==> config.mk <==
export PLATFORM = sky130hd
export DESIGN_NAME = pipe_hazard_ctrl
export DESIGN_NICKNAME = d
export VERILOG_FILES = /design/src/rtl/haz_pkg.sv /design/src/rtl/hz_src_decode.sv /design/src/rtl/pipe_hazard_ctrl.sv
export SDC_FILE = /design/constraint.sdc
export NUM_CORES = 1
export LEC_CHECK = 0
export BUFFER_PORTS_ARGS = -buffer_cell sky130_fd_sc_hd__clkbuf_2
export CAP_MARGIN = 20
export CORE_MARGIN = 8
export CORE_UTILIZATION = 35
export DETAILED_ROUTE_END_ITERATION = 16
export PLACE_DENSITY = 0.52
export SYNTH_ARGS = -nofsm -noshare
export SYNTH_HDL_FRONTEND = slang
export SYNTH_SLANG_ARGS = --single-unit
export TNS_END_PERCENT = 20
==> constraint.sdc <==
create_clock -name clk -period 4.8 [get_ports clk]
set_clock_uncertainty 0.05 [all_clocks]
set_input_delay 0.72 -clock clk [delete_from_list [all_inputs] [get_ports clk]]
set_output_delay 0.72 -clock clk [all_outputs]
set_load 0.01 [all_outputs]
==> src/rtl/haz_pkg.sv <==
// Shared definitions for the ID-stage hazard controller: RV64I major opcodes,
// controller state encodings and the per-instruction source/destination use record.
package haz_pkg;

   localparam logic [6:0] OP_R      = 7'b0110011;
   localparam logic [6:0] OP_IMM    = 7'b0010011;
   localparam logic [6:0] OP_LOAD   = 7'b0000011;
   localparam logic [6:0] OP_STORE  = 7'b0100011;
   localparam logic [6:0] OP_BRANCH = 7'b1100011;
   localparam logic [6:0] OP_JAL    = 7'b1101111;
   localparam logic [6:0] OP_JALR   = 7'b1100111;
   localparam logic [6:0] OP_LUI    = 7'b0110111;
   localparam logic [6:0] OP_AUIPC  = 7'b0010111;

   typedef enum logic [1:0] {
      ST_RUN   = 2'd0,
      ST_STALL = 2'd1,
      ST_FLUSH = 2'd2
   } ctrl_state_e;

   typedef struct packed {
      logic use_rs1;
      logic use_rs2;
      logic writes_rd;
      logic is_load;
   } src_use_t;

endpackage

==> src/rtl/hz_src_decode.sv <==
// Opcode classifier: which register sources an instruction reads, whether it
// writes rd, and whether it is a load. Unknown opcodes read and write nothing.
module hz_src_decode
   import haz_pkg::*;
(
   input  logic [6:0] opcode_i,
   output src_use_t   use_o
);

   // Pure opcode lookup; the rd != x0 qualification is applied by the caller.
   always_comb begin
      use_o = '0;
      case (opcode_i)
         OP_R:                  use_o = '{use_rs1: 1'b1, use_rs2: 1'b1, writes_rd: 1'b1, is_load: 1'b0};
         OP_STORE, OP_BRANCH:   use_o = '{use_rs1: 1'b1, use_rs2: 1'b1, writes_rd: 1'b0, is_load: 1'b0};
         OP_IMM, OP_JALR:       use_o = '{use_rs1: 1'b1, use_rs2: 1'b0, writes_rd: 1'b1, is_load: 1'b0};
         OP_LOAD:               use_o = '{use_rs1: 1'b1, use_rs2: 1'b0, writes_rd: 1'b1, is_load: 1'b1};
         OP_LUI, OP_AUIPC,
         OP_JAL:                use_o = '{use_rs1: 1'b0, use_rs2: 1'b0, writes_rd: 1'b1, is_load: 1'b0};
         default:               use_o = '0;
      endcase
   end

endmodule

==> src/rtl/pipe_hazard_ctrl.sv <==
// In-order issue controller between IF/ID and EX. A per-register countdown
// scoreboard detects RAW hazards, EX redirects squash IF/ID, and ex_ready=0
// freezes the controller. Optional macro HAZ_FWD_EN: EX/MEM forwarding present,
// so ALU-class writers never stall dependents and loads stall for LOAD_LAT.
module pipe_hazard_ctrl
   import haz_pkg::*;
#(
   parameter int RAW_LAT   = 2,
   parameter int LOAD_LAT  = 1,
   parameter int FLUSH_CYC = 1,
   parameter int CNT_W     = 2
) (
   input  logic        clk,
   input  logic        rst,
   input  logic        id_valid,
   input  logic [31:0] id_inst,
   input  logic        ex_redirect,
   input  logic        ex_ready,
   output logic        id_issue,
   output logic        stall_if,
   output logic        stall_id,
   output logic        flush_if_id,
   output logic [1:0]  ctrl_state,
   output logic [31:0] stall_cycles
);

   localparam int FC_W = (FLUSH_CYC > 1) ? $clog2(FLUSH_CYC) : 1;
   localparam logic [FC_W-1:0]  FLUSH_LOAD = FC_W'(FLUSH_CYC - 1);
   localparam logic [CNT_W-1:0] RAW_SET    = CNT_W'(RAW_LAT);
   localparam logic [CNT_W-1:0] LOAD_SET   = CNT_W'(LOAD_LAT);

   src_use_t          use_s;
   logic [4:0]        rs1, rs2, rd;
   logic [31:0]       busy_vec;
   logic              hazard, issue, stall, sb_set;
   logic [CNT_W-1:0]  set_val;
   ctrl_state_e       state_q, state_d;
   logic [FC_W-1:0]   flush_cnt_q, flush_cnt_d;
   logic [31:0]       stall_cnt_q;
   logic              unused_bits;

   assign rs1 = id_inst[19:15];
   assign rs2 = id_inst[24:20];
   assign rd  = id_inst[11:7];

   hz_src_decode u_dec (
      .opcode_i (id_inst[6:0]),
      .use_o    (use_s)
   );

   // A squashed or stalled instruction never reaches this point, so only real issues reserve rd.
   assign sb_set = issue & use_s.writes_rd & (rd != 5'd0);

`ifdef HAZ_FWD_EN
   assign set_val = use_s.is_load ? LOAD_SET : '0;
`else
   assign set_val = RAW_SET;
`endif

   assign unused_bits = ^{id_inst[31:25], id_inst[14:12], use_s.is_load, LOAD_SET};

   // One countdown per architectural register; x0 is hard-wired idle.
   for (genvar gi = 0; gi < 32; gi++) begin : g_sb
      if (gi == 0) begin : g_x0
         assign busy_vec[gi] = 1'b0;
      end else begin : g_xn
         logic [CNT_W-1:0] cnt_q, cnt_d;

         // Age the entry each live cycle; a new issue to this rd overrides it (WAW).
         always_comb begin
            cnt_d = cnt_q;
            if (ex_ready) begin
               if (cnt_q != '0) cnt_d = cnt_q - CNT_W'(1);
               if (sb_set && rd == 5'(gi)) cnt_d = set_val;
            end
         end

         // Counter register.
         always_ff @(posedge clk) begin
            if (rst) cnt_q <= '0;
            else     cnt_q <= cnt_d;
         end

         assign busy_vec[gi] = (cnt_q != '0);
      end
   end

   // Hazard, issue/stall/flush outputs and FSM next state; all outputs read 0 while in reset.
   always_comb begin
      hazard       = id_valid & ((use_s.use_rs1 & busy_vec[rs1]) | (use_s.use_rs2 & busy_vec[rs2]));
      issue        = ~rst & id_valid & ex_ready & ~hazard & (state_q != ST_FLUSH) & ~ex_redirect;
      stall        = ~rst & (hazard | ~ex_ready) & (state_q != ST_FLUSH) & ~ex_redirect;
      id_issue     = issue;
      stall_if     = stall;
      stall_id     = stall;
      flush_if_id  = ~rst & (ex_redirect | (state_q == ST_FLUSH));
      ctrl_state   = rst ? 2'd0 : state_q;
      stall_cycles = rst ? 32'd0 : stall_cnt_q;
      state_d      = state_q;
      flush_cnt_d  = flush_cnt_q;
      if (ex_ready) begin
         if (ex_redirect) begin
            state_d     = ST_FLUSH;
            flush_cnt_d = FLUSH_LOAD;
         end else begin
            case (state_q)
               ST_RUN:   if (hazard)  state_d = ST_STALL;
               ST_STALL: if (!hazard) state_d = ST_RUN;
               ST_FLUSH: begin
                  if (flush_cnt_q == '0) state_d = ST_RUN;
                  else                   flush_cnt_d = flush_cnt_q - FC_W'(1);
               end
               default:  state_d = ST_RUN;
            endcase
         end
      end
   end

   // FSM and flush-length registers.
   always_ff @(posedge clk) begin
      if (rst) begin
         state_q     <= ST_RUN;
         flush_cnt_q <= '0;
      end else begin
         state_q     <= state_d;
         flush_cnt_q <= flush_cnt_d;
      end
   end

   // Saturating count of stalled cycles, frozen cycles included.
   always_ff @(posedge clk) begin
      if (rst)                                 stall_cnt_q <= '0;
      else if (stall && stall_cnt_q != '1)     stall_cnt_q <= stall_cnt_q + 32'd1;
   end

endmodule

==> impl_results.md, run 1 <==
* Status: completed
* Die area at 21620 sq um
* Clk pwr share at 34.2%
* DR vias at 5301
* Layout cells sized above 1 at 15.42%
* Number of nets in the layout at 855
* Hold_buf cts at 0
* Reg2reg path depth at 11
* Adder-cell area share of the yosys netlist at 6.661%
* PostCTS Resize Cnt at 0
* Drt wl/cell at 15.72 microns
* CTS buffer count at 9
* Commonest non-fill, non-tap cell in the layout: nor2_1
* CP endpoint kind: output port
* Area delta synth->final at 12.03%
* Number of clock sinks at 96
* Mux cell area share after synthesis at 10.80%
* Vias per inst at 5.218
* CTS tree: yes
* Post-route setup slack at 1.135 ns
* RePlAce Congestion at 0.8800
* Max-cap violations at 0
* Synthesized flop and latch total at 96
* Diode count at 0
* Core area at 17060 sq um
* Delay-heaviest family, CP: compound AO/OA/AOI/OAI gates
* Synth Area in XOR/XNOR at 4.080%
* Unrepaired setup endpoints after global routing: no
* Critical Path RT at 4.03 ns
* Worst Path Class, Setup: in -> out
* Initial Util at 35.24%
* CP most frequent cell: clkbuf_2
* Period Utilization, post-route at 76.36%
* Clk_lat worst skew at 0.35 ns
* Hold path depth at 2
* Tmin final at 3.665 ns
* Rows at 48
* Max_slew headroom at 34.80%
* Largest family of logic cells by synthesized area: simple AND/OR/NAND/NOR gates
* DRT Pass-1 Iters at 4
* Clock slew at reported path FFs at 0.07 ns
* Power Density at 298.7 nW/um^2
* Sw Pwr at 608.0 uW
* Setup repair bufs after CTS at 0
* FF/Latch Area at 1922 sq um
* Port buffer count at 64
* Largest net degree at the start of global routing at 78
* Routed Wire Length at 15980 microns
* Post-place setup slack at 1.097 ns
* CP arrival at 2.90 ns
* Max IR drop VDD at 163.8 uV
* DP Wirelength at 11710 microns
* DRC at 0
* Cells after Synth at 745
* Non-Filler Instances at 1016
* Final Hold Viols at 0
* Die H at 147.1 microns
* Power Total at 2011 uW
* Slew Limit Fails at 0
* GRT Util Overall at 15.09%
* Slowest Stage Delay on Critical Path at 0.53 ns
* Number of H-tree levels at 3
* Final Core Density at 39.48%
* Hold crit path type: reg -> reg
* Iteration-0 DRC Markers at 296
* Peak fanout along the critical path at 10
* Logic pwr share at 22.1%
* Startpoint types: primary input
* Yosys cell types at 58
* Post-synth ARST share at 0%
* Placed cell count at 1000
* Initial antenna violation count at 0
* Vias in the first global route at 5492
* Global-route wire length before repair at 26700 microns
* Sw Ratio at 30.23%
* Crit-path cells: clkbuf_2 > mux4_2 > nor2b_1 > a2111oi_0 > a211o_1 > o21ai_2 > a21oi_1 > clkbuf_2
* WP depth at 8
* Worst-case clock buffer depth at 2
* Worst Tran Pin Value at 0.9766 ns
* Flop pwr share at 43.7%
* Fmax at 0.2728 GHz
* Sequential area share after synthesis at 31.97%
* CP max-delay cell: mux4_2
* Syn Nets at 814
* Setup TNS at 0 ns
* Int Power at 1403 uW
* Yosys Warn Count at 0
* Crit path buffers/inverters at 2
* Multi-input gate area at 3623 sq um
* IO Count at 75
* Die W at 147.1 microns
* Most frequent cells in the layout: 102 x nor2_1, 96 x dfxtp_1, 74 x inv_1
* Root buffer cell: clkbuf_16
* Average instance area after synthesis at 8.068 sq um
* Fill count at 1776
* Final setup viols at 0
* Simple-Gate Fraction of Synth Area at 23.56%
* Ys flop type: dfxtp_1
* Remaining global-route overflow at 0
* Pleak at 0.002510 uW
* Netlist Area Pre-Place at 6011 sq um
* Post-route ant nets at 0
* Compound-Gate Fraction of Synth Area at 15.17%
* Number of synthesized flops with an enable pin at 0
layer usage:
metal / up-vias / track usage (%) / part of all wire [%]
met5: - / 0 / 0
met4: 0 / 4.029 / 0.64
met2: 117 / 25.60 / 47
met1: 2527 / 18.05 / 46
met3: 12 / 4.737 / 6.1
li1: 2645 / - / -
worst min-delay path: stages, from the launching register on:
cell	delay, ns
dfxtp_1	0.33
a21oi_1	0.06
nor2_1	0.07
cells by family (layout without fill, tap and decap cells):
group	Yosys count	count (layout)
AO/OA/AOI/OAI	133	133
XOR/XNOR	28	28
adder cells (fa/ha/maj)	32	32
buffers and inverters	113	159
flip-flops	96	96
multiplexers	49	49
AND/OR/NAND/NOR	294	294
worst paths after layout:
path                                             start         endpoint  slack [ns]
worst max register to register  g_sb[14].g_xn.cnt_q[0]  stall_cnt_q[17]        1.50
worst min register to register              state_q[0]       state_q[0]        0.44
worst max-delay path                       id_inst[21]         stall_if        1.13
worst min-delay path                        state_q[0]       state_q[0]        0.44
through the flow:
stage	area (sq um)	hold slack, ns
finish	6734	0.4440
global route	6734	0.4776
CTS	6734	0.4509
detailed placement	6461	0.4332
global placement	6461	0.4230
floorplan	6011	0.4070
flip-flops by register name (all words and copies together), names as in the netlist:
signal and cells:
g_sb.g_xn.cnt_q 62, state_q 2, stall_cnt_q 32
layout make-up:
cell class	count	area share (%)
Sequential cell	96	28.54
Tap cell	225	4.181
Clock buffer	11	3.456
Multi-Input combinational cell	536	53.81
Timing Repair Buffer	68	5.240
Inverter	75	4.181
Clock inverter	5	0.5946
synthesized netlist by cell type (4+ instances only):
library cell / count / share of area, %
nor2_1: 102 / 6.4
dfxtp_1: 96 / 32
inv_1: 74 / 4.6
nand2_1: 64 / 4.0
o21ai_0: 39 / 3.2
nor2b_1: 35 / 3.6
ha_1: 32 / 6.7
xnor2_1: 28 / 4.1
clkbuf_1: 23 / 1.4
mux2_2: 23 / 4.3
o22ai_1: 19 / 2.0
nand3_1: 18 / 1.5
nor3_1: 16 / 1.3
mux2i_1: 15 / 2.5
a211oi_1: 13 / 1.6
o21a_1: 13 / 1.6
and3_1: 11 / 1.1
nand2b_1: 11 / 1.1
nand4_1: 10 / 1.0
mux4_2: 9 / 3.4
a2111oi_0: 8 / 1.2
a21oi_1: 8 / 0.67
a211o_1: 7 / 1.0
a22oi_1: 6 / 0.75
buf_2: 6 / 0.50
and2_1: 5 / 0.52
a311oi_1: 4 / 0.58
power groups by stage:
stage,clock network (uW),logic [uW],registers (uW)
floorplan,0,341,892
global placement,0,419,895
detailed placement,0,444,898
CTS,710,448,879
global route,746,505,886
finish,688,444,879
Note: power is estimated with default switching activity, not from simulation.
==> run 2: changes to the inputs <==
Clock period 4.8 ns to 3.6 ns, I/O delays scaled along.
==> run 2 against run 1 <==
  * Highest routed layer unchanged
  * Cell count rose by 0.69%
  * Largest cell class unchanged
  * Global-route usage decreased by 0.25 points
  * Total power is 41% higher
  * First-iteration DRC count grew 5.1%
==> impl_results.md, run 2 (synthesized netlist as in run 1, its figures left out) <==
* Status: completed
* Max FFs per register at 62 (unchanged)
* Slew Limit Fails at 0 (unchanged)
* GRT Util Overall at 14.85% (-0.25 points)
* Max-cap violations at 0 (unchanged)
* Hold path depth at 3 (+1)
* Hold crit path type: in -> reg
* Number of clock sinks at 96 (unchanged)
* Hold_ws at 0.4294 ns (-0.01465 ns)
* Reg-to-Reg End: g_sb[11].g_xn.cnt_q[1]
* DP Wirelength at 11830 microns (+1.0%)
* Number of nets in the layout at 862 (+0.82%)
* Iteration-0 DRC Markers at 311 (+5.1%)
* Peak fanout along the critical path at 9 (-1)
* Logic pwr share at 21.1% (-1.0 points)
* Power Density at 413.6 nW/um^2 (+38%)
* Rows at 48 (unchanged)
* Vias in the first global route at 5333 (-2.9%)
* Setup TNS at 0 ns (unchanged)
* Drt wl/cell at 15.32 microns (-2.5%)
* Post-route ant nets at 0 (unchanged)
* Power Total at 2828 uW (+41%)
* Sw Pwr at 810.3 uW (+33%)
* Final setup viols at 0 (unchanged)
* Hold_buf cts at 0 (unchanged)
* Initial antenna violation count at 1 (+1)
* Clk pwr share at 37.5% (+3.3 points)
* RePlAce Congestion at 0.8803 (about the same)
* Unrepaired setup endpoints after global routing: no
* Slowest Stage Delay on Critical Path at 0.48 ns (-0.05 ns)
* Delay-heaviest family, CP: compound AO/OA/AOI/OAI gates
* Setup repair bufs after CTS at 0 (unchanged)
* Int Power at 2018 uW (+44%)
* Clock slew at reported path FFs at 0.07 ns (about the same)
* Critical Path RT at 3.01 ns (-1.02 ns)
* CP arrival at 2.83 ns (-0.07 ns)
* Reg2reg setup slack at 0.47 ns (-1.03 ns)
* CTS buffer count at 9 (unchanged)
* Initial Util at 35.24% (unchanged)
* DRT Pass-1 Iters at 4 (unchanged)
* Vias per inst at 5.205 (-0.23%)
* Commonest non-fill, non-tap cell in the layout: nor2_1
* Remaining global-route overflow at 0 (unchanged)
* Fmax at 0.2920 GHz
* Core area at 17060 sq um (unchanged)
* Crit path buffers/inverters at 2 (unchanged)
* Worst Tran Pin Value at 0.7343 ns (-0.2423 ns)
* IO Count at 75 (unchanged)
* Layout cells sized above 1 at 16.31% (+0.89 points)
* Area delta synth->final at 13.78%
* CP endpoint kind: output port
* Tmin final at 3.424 ns
* Die area at 21620 sq um (unchanged)
* Fill count at 1777 (+0.056%)
* Startpoint types: flip-flop
* Biggest register: g_sb.g_xn.cnt_q
* Largest net degree at the start of global routing at 67 (-14%)
* Global-route wire length before repair at 26390 microns (-1.2%)
* Port buffer count at 64 (unchanged)
* Largest registers: g_sb.g_xn.cnt_q: 62 flops, stall_cnt_q: 32 flops, state_q: 2 flops
* Sw Ratio at 28.65% (-1.6 points)
* PostCTS Resize Cnt at 0 (unchanged)
* Worst Path Class, Setup: reg -> out
* Final Hold Viols at 0 (unchanged)
* CP max-delay cell: mux4_2
* Number of H-tree levels at 3 (unchanged)
* Period Utilization, post-route at 95.12%
* Worst hold start: ex_redirect
* Crit-path cells: inv_1 > ha_1 > mux4_2 > nor2b_1 > a2111oi_0 > a211o_1 > o21ai_2 > a21oi_1 > clkbuf_2
* Worst-case clock buffer depth at 2 (unchanged)
* Die H at 147.1 microns (unchanged)
* Most frequent cells in the layout: 102 x nor2_1, 96 x dfxtp_1, 74 x inv_1
* DR vias at 5325 (+0.45%)
* Hold worst-path end: state_q[1]
* Root buffer cell: clkbuf_16
* CTS tree: yes
* Routed Wire Length at 15680 microns (-1.9%)
* Clk_lat worst skew at 0.35 ns (about the same)
* DRC at 0 (unchanged)
* Max IR drop VDD at 257.8 uV (+57%)
* Die W at 147.1 microns (unchanged)
* Pleak at 0.002581 uW (+2.8%)
* RR Startpoint: g_sb[31].g_xn.cnt_q[0]
* Max_slew headroom at 51.05% (+16 points)
* Reg2reg path depth at 10 (-1)
* Flop pwr share at 41.5% (-2.2 points)
run 2: cell types whose count changed in the layout (fill, tap and decap cells not counted), sizes merged:
cell      before  now
bufinv         0    2
diode          0    1
clkbuf        74   72
inv           77   79
buf            5   12
clkinvlp       3    0
run 2: power groups by stage:
stage	combinational [uW]	sequential, uW	clock [uW]
final	596	1170	1060
after floorplan	455	1190	0
after CTS	600	1170	1100
after detailed placement	596	1200	0
after global routing	678	1180	1140
after global placement	563	1190	0
run 2: layer usage:
metal,global-route usage [%],wire (microns)
met5,0,0
met2,25.44,7398
met4,4.946,254
met1,18.27,7337
met3,2.861,686
run 2: worst max path at each step:
stage | to | start | cells after the start
2_1_floorplan | stall_cnt_q[26] | id_inst[21] | 9
5_1_grt | stall_if | g_sb[5].g_xn.cnt_q[0] | 9
6_report | stall_id | g_sb[14].g_xn.cnt_q[0] | 9
3_3_place_gp | stall_cnt_q[17] | id_inst[21] | 10
4_1_cts | stall_id | g_sb[14].g_xn.cnt_q[0] | 9
3_5_place_dp | g_sb[11].g_xn.cnt_q[0] | id_inst[15] | 9
run 2: area by class of cell:
type                    instances  area, sq um  area share, %
multi-input cells             536         3623          52.98
well taps                     225        281.5          4.116
inverters                      75        281.5          4.116
flip-flops and latches         96         1922          28.10
diodes                          1        2.502        0.03659
clock inverters                 6        97.59          1.427
clock buffers                   9        225.2          3.293
repair buffers                 75        405.4          5.928
run 2: per-stage QoR:
stage               cells  utilization (%)  setup WS [ns]  cell area (sq um)
floorplan             745                -         0.5895               6011
global placement     1007            38.19         0.3037               6514
detailed placement   1007            38.19         0.2531               6514
CTS                  1022            40.08         0.1566               6837
global route         1023            40.10        0.07303               6839
finish               1023            40.10         0.1756               6839
run 2: worst register-to-register path, delay by kind of cell (launching register included):
kind	cells	cell delay [ns]
AND/OR/NAND/NOR	2	1.08
buffers and inverters	1	0.08
flip-flops	1	0.31
adder cells (fa/ha/maj)	1	0.27
AO/OA/AOI/OAI	4	0.92
multiplexers	2	0.35
